===== src/rtl/multimode_ff_bank.sv =====
// multimode_ff_bank
// Bank of WIDTH clocked flip-flops sharing a run-time mode select.
// Each bit acts as an S-R, J-K, D or T flip-flop. The bank also provides a
// clock enable, a synchronous active-low reset, and illegal-input tracking:
// S=R=1 in SR mode sets a sticky per-bit ILLEGAL flag and bumps a saturating
// event counter. Every output is registered or derived only from registers,
// so no input reaches an output without passing through a flop.

module multimode_ff_bank #(
  parameter int WIDTH     = 8,
  parameter int ERR_CNT_W = 4
) (
  input  logic                 CLK,
  input  logic                 RST_N,
  input  logic                 EN,
  input  logic [1:0]           MODE,
  input  logic [WIDTH-1:0]     S,
  input  logic [WIDTH-1:0]     R,
  input  logic                 CLR_ERR,
  output logic [WIDTH-1:0]     Q,
  output logic [WIDTH-1:0]     Q_prim,
  output logic [WIDTH-1:0]     ILLEGAL,
  output logic [ERR_CNT_W-1:0] ERR_CNT,
  output logic                 CHANGED
);

  typedef enum logic [1:0] {
    MODE_SR = 2'b00,
    MODE_JK = 2'b01,
    MODE_D  = 2'b10,
    MODE_T  = 2'b11
  } mode_t;

  mode_t            mode;
  logic [WIDTH-1:0] q_next;
  logic [WIDTH-1:0] illegal_now;
  logic             any_illegal;
  logic             err_cnt_sat;

  assign mode        = mode_t'(MODE);
  assign any_illegal = |illegal_now;
  assign err_cnt_sat = &ERR_CNT;

  // Complement output comes straight from the state register.
  assign Q_prim = ~Q;

  // Next-state and illegal-event decode for all bits in the selected mode.
  always_comb begin
    // NOTE: every always_comb output gets a default first, so no path can
    // leave it unassigned and infer a latch.
    q_next      = Q;
    illegal_now = '0;
    if (EN) begin
      unique case (mode)
        // 00 hold, 10 set, 01 clear, 11 hold (flagged as illegal)
        MODE_SR: begin
          q_next      = (S & ~R) | (Q & ~(S ^ R));
          illegal_now = S & R;
        end
        // 00 hold, 10 set, 01 clear, 11 toggle
        MODE_JK: q_next = (S & ~Q) | (~R & Q);
        MODE_D:  q_next = S;
        MODE_T:  q_next = Q ^ S;
        default: q_next = Q;
      endcase
    end
  end

  // State register and change pulse; EN gates all updates.
  always_ff @(posedge CLK) begin
    // NOTE: sequential state uses non-blocking assignments so every flop
    // samples pre-edge values regardless of statement order.
    if (!RST_N) begin
      Q       <= '0;
      CHANGED <= 1'b0;
    end else if (EN) begin
      Q       <= q_next;
      CHANGED <= |(q_next ^ Q);
    end else begin
      CHANGED <= 1'b0;
    end
  end

  // Sticky illegal flags and saturating counter. CLR_ERR acts even with
  // EN=0; a new illegal event in the clearing cycle wins over the clear.
  always_ff @(posedge CLK) begin
    if (!RST_N) begin
      ILLEGAL <= '0;
      ERR_CNT <= '0;
    end else if (CLR_ERR) begin
      ILLEGAL <= illegal_now;
      ERR_CNT <= any_illegal ? ERR_CNT_W'(1) : '0;
    end else begin
      ILLEGAL <= ILLEGAL | illegal_now;
      if (any_illegal && !err_cnt_sat) begin
        ERR_CNT <= ERR_CNT + ERR_CNT_W'(1);
      end
    end
  end

endmodule


===== config.mk =====
export PLATFORM = sky130hd
export DESIGN_NAME = multimode_ff_bank
export DESIGN_NICKNAME = d
export VERILOG_FILES = /design/src/rtl/multimode_ff_bank.sv
export SDC_FILE = /design/constraint.sdc
export NUM_CORES = 1
export LEC_CHECK = 0
export ABC_AREA = 1
export CELL_PAD_IN_SITES_DETAIL_PLACEMENT = 1
export CELL_PAD_IN_SITES_GLOBAL_PLACEMENT = 1
export CORE_MARGIN = 2
export CORE_UTILIZATION = 29
export CTS_CLUSTER_SIZE = 28
export DETAILED_ROUTE_END_ITERATION = 7
export PLACE_DENSITY_LB_ADDON = 0.1
export SKIP_LAST_GASP = 1
export SLEW_MARGIN = 0
export SYNTH_ARGS = -nofsm -noshare
export SYNTH_HDL_FRONTEND = slang
export SYNTH_SLANG_ARGS = --single-unit
export TNS_END_PERCENT = 5

===== constraint.sdc =====
create_clock -name CLK -period 1.3 [get_ports CLK]
set_clock_uncertainty 0.05 [all_clocks]
set_input_delay 0.195 -clock CLK [delete_from_list [all_inputs] [get_ports CLK]]
set_output_delay 0.195 -clock CLK [all_outputs]
set_load 0.1 [all_outputs]

==> flow_summary.json <==
{
  "yosysUniqueCellTypes": 26,
  "drive_above_1_share_pct": 55.6,
  "synthTopCellsByArea": "dfxtp_1 25%, nand2_1 16%, ha_1 13%",
  "drv_cap": 0,
  "cts-hold-fix-buffers": 0,
  "io-pin-count": 51,
  "fin_crit_sh_pct": 116,
  "wirelength_um": 8510,
  "use_met2_pct": 50.5,
  "clkSlewWorstSetupHoldPaths_ns": 0.09,
  "crit_chain": "clkdlybuf4s15_2 -> inv_1 -> buf_4 -> o21ai_0 -> nand3_2 -> nand4_1 -> nand2_1 -> nor2_1 -> nand2_1 -> nor2_1 -> nor2_1",
  "p_leak_nw": 1.69,
  "start_util_pct": 30.2,
  "remaining_drc_errors": 0,
  "grt_usage_pct": 25.8,
  "ir_drop_mv": 0.428,
  "synth_nets": 306,
  "first_global_vias": 2669,
  "synth_warnings": 0,
  "grt_pass1_wl_um": 12800,
  "final_max_slew_viol_count": 0,
  "gr-total-overflow": 0,
  "diodes": 0,
  "first_pass_iters": 4,
  "end_kind": "register",
  "power_density_nw_per_um2": 705,
  "slowest_delay_ns": 0.26,
  "nNetsFinal": 448,
  "crit_top_cell": "nor2_1",
  "die_width_um": 80.2,
  "mappedNetlistArea_um2": 1690,
  "yosysSeqAreaShare_pct": 24.9,
  "critPathMaxFanout": 4,
  "total_power_mw": 2.55,
  "worst_pin_slew_ns": 0.327,
  "io_buffers": 50,
  "yosysTopAreaCell": "dfxtp_1",
  "crit_type": "in2reg",
  "routedWlPerCell_um": 17.7,
  "cts_buffer_depth": 2,
  "clk_latency_ns": 0.27,
  "cts_buffers": 3,
  "dieArea_um2": 6440,
  "post-route-worst-setup-slack_ns": -0.205,
  "drtIter0Drc": 84,
  "dp_hpwl_um": 5510,
  "die_y_um": 80.2,
  "routed-via-count": 2433,
  "synth_edf_count": 0,
  "critical_path_arrival_ns": 1.63,
  "htreeDepth": 1,
  "finalSetupViolCount": 23,
  "critPathLaunchType": "input port",
  "async_flop_share_pct": 0,
  "yosys-top-cells-count": "72 x nand2_1, 41 x nand3_1, 39 x inv_1, 21 x dfxtp_1, 19 x a21oi_1",
  "placementRows": 27,
  "final_cell_area_um2": 3620,
  "violations": "setup timing",
  "crit_start": "MODE[1]",
  "synth_ff_type": "dfxtp_1",
  "cts_root_buf": "clkbuf_8",
  "hold_path.class": "in2reg",
  "post_dp_cell_area_um2": 3120,
  "grt_util_met3_pct": 2.36,
  "synth_most_common_cell": "nand2_1",
  "status": "complete, but fails checks",
  "cts_tree": "done",
  "cts.sinks": 21,
  "min_period_ns": 1.51,
  "max_freq_ghz": 0.664,
  "synth_top_area_share_pct": 24.9,
  "avgSynthCellArea_um2": 6.31,
  "area_growth_pct": 115,
  "min_from": "EN",
  "r2r-start": "Q[1]$_SDFFE_PN0P_",
  "grt_max_degree": 15,
  "crit_slowest_cell": "clkdlybuf4s15_2",
  "finalHoldViolCount": 0,
  "ys_ff_latch": 21,
  "drt.antenna.violating_nets": 0,
  "rsz0062_at_grt": "yes",
  "gp_congestion": 0.811,
  "use_met1_pct": 28.4,
  "cp_data_required_time_ns": 1.42,
  "relSlewSlack_pct": 78.0,
  "syn_inst": 267,
  "core-area_um2": 5570,
  "fillCellCount": 667,
  "vias_per_cell": 5.07,
  "antenna_found_initial": 0,
  "grt_busiest_layer": "met2"
}
-- final cells by class --
class | count | area, um^2 | share of cell area, %
multi-input combinational | 200 | 1370 | 37.8
sequential | 21 | 450 | 12.4
clock buffer | 3 | 41.3 | 1.14
clock inverter | 1 | 5.00 | 0.138
inverter | 41 | 189 | 5.22
tap | 72 | 90.1 | 2.49
timing repair buffer | 142 | 1480 | 40.8
-- sequential cells by signal, summed over array words and instances, names as in the netlist --
name,count
CHANGED,1
ERR_CNT,4
ILLEGAL,8
Q,8
-- critical path, delay by kind of cell --
kind	cells	cell delay (ns)
AO/OA/AOI/OAI	1	0.26
AND/OR/NAND/NOR	7	0.66
buffers and inverters	3	0.51
-- metrics by stage --
step	utilization [%]	std cells	setup slack [ns]	hold slack [ns]	setup TNS, ns
after floorplan	-	267	-0.745	0.273	-7.24
after global placement	56.0	452	-0.657	0.444	-8.18
after detailed placement	56.0	452	-0.750	0.470	-9.81
after CTS	62.9	475	-0.109	0.443	-0.798
after global routing	65.0	480	-0.296	0.460	-2.71
final	65.0	480	-0.205	0.447	-1.54
-- logic make-up (layout without fill, tap and decap cells) --
kind of cell / Yosys count / in the layout / share of synthesized area, %
buffers and inverters: 46 / 187 / 10.8
AOI/OAI and AO/OA: 42 / 42 / 14.3
adders and majority gates: 17 / 17 / 12.6
and+or+nand+nor: 141 / 141 / 37.3
DFF: 21 / 21 / 24.9
-- path summary, 6_finish.rpt --
check	to	slack [ns]	cells after the start
min reg2reg	ILLEGAL[0]$_SDFF_PN0_	0.48	2
max reg2reg	CHANGED$_SDFF_PN0_	-0.19	11
min	CHANGED$_SDFF_PN0_	0.45	4
max	CHANGED$_SDFF_PN0_	-0.21	11
-- placed cells by master (no fill, tap or decap), types with 4 or more instances in the layout --
| cell | n |
|---|---|
| nand3_1 | 13 |
| inv_1 | 27 |
| buf_4 | 89 |
| buf_12 | 30 |
| nand2_1 | 52 |
| clkinvlp_4 | 8 |
| dfxtp_1 | 13 |
| nor2_1 | 16 |
| o21ai_0 | 14 |
| dfxtp_4 | 8 |
| nand2_4 | 4 |
| nand2_2 | 18 |
| a21oi_1 | 10 |
| a21oi_2 | 10 |
| inv_2 | 4 |
| nand3_2 | 30 |
| ha_1 | 13 |
| dlygate4sd2_1 | 13 |
-- report_power, final --
| part | leakage [nW] | switching, mW | internal [mW] |
|---|---|---|---|
| clock network | 0.0255 | 0.254 | 0.214 |
| logic | 1.49 | 0.803 | 0.571 |
| registers | 0.177 | 0.0445 | 0.667 |
| total | 1.69 | 1.10 | 1.45 |
-- layer usage --
layer	up-vias	wire [um]
met1	1177	3370
met2	76	4630
met4	0	256
met3	26	248
met5	-	0
li1	1154	-
-- repair_timing --
item                                    in CTS  in global routing
endpoints found under the setup margin      27                 27
gates resized for setup                     78                 26
buffers inserted                            19                  5
pin swaps                                   51                 23
No activity file was read; power rests on OpenSTA's default activity.
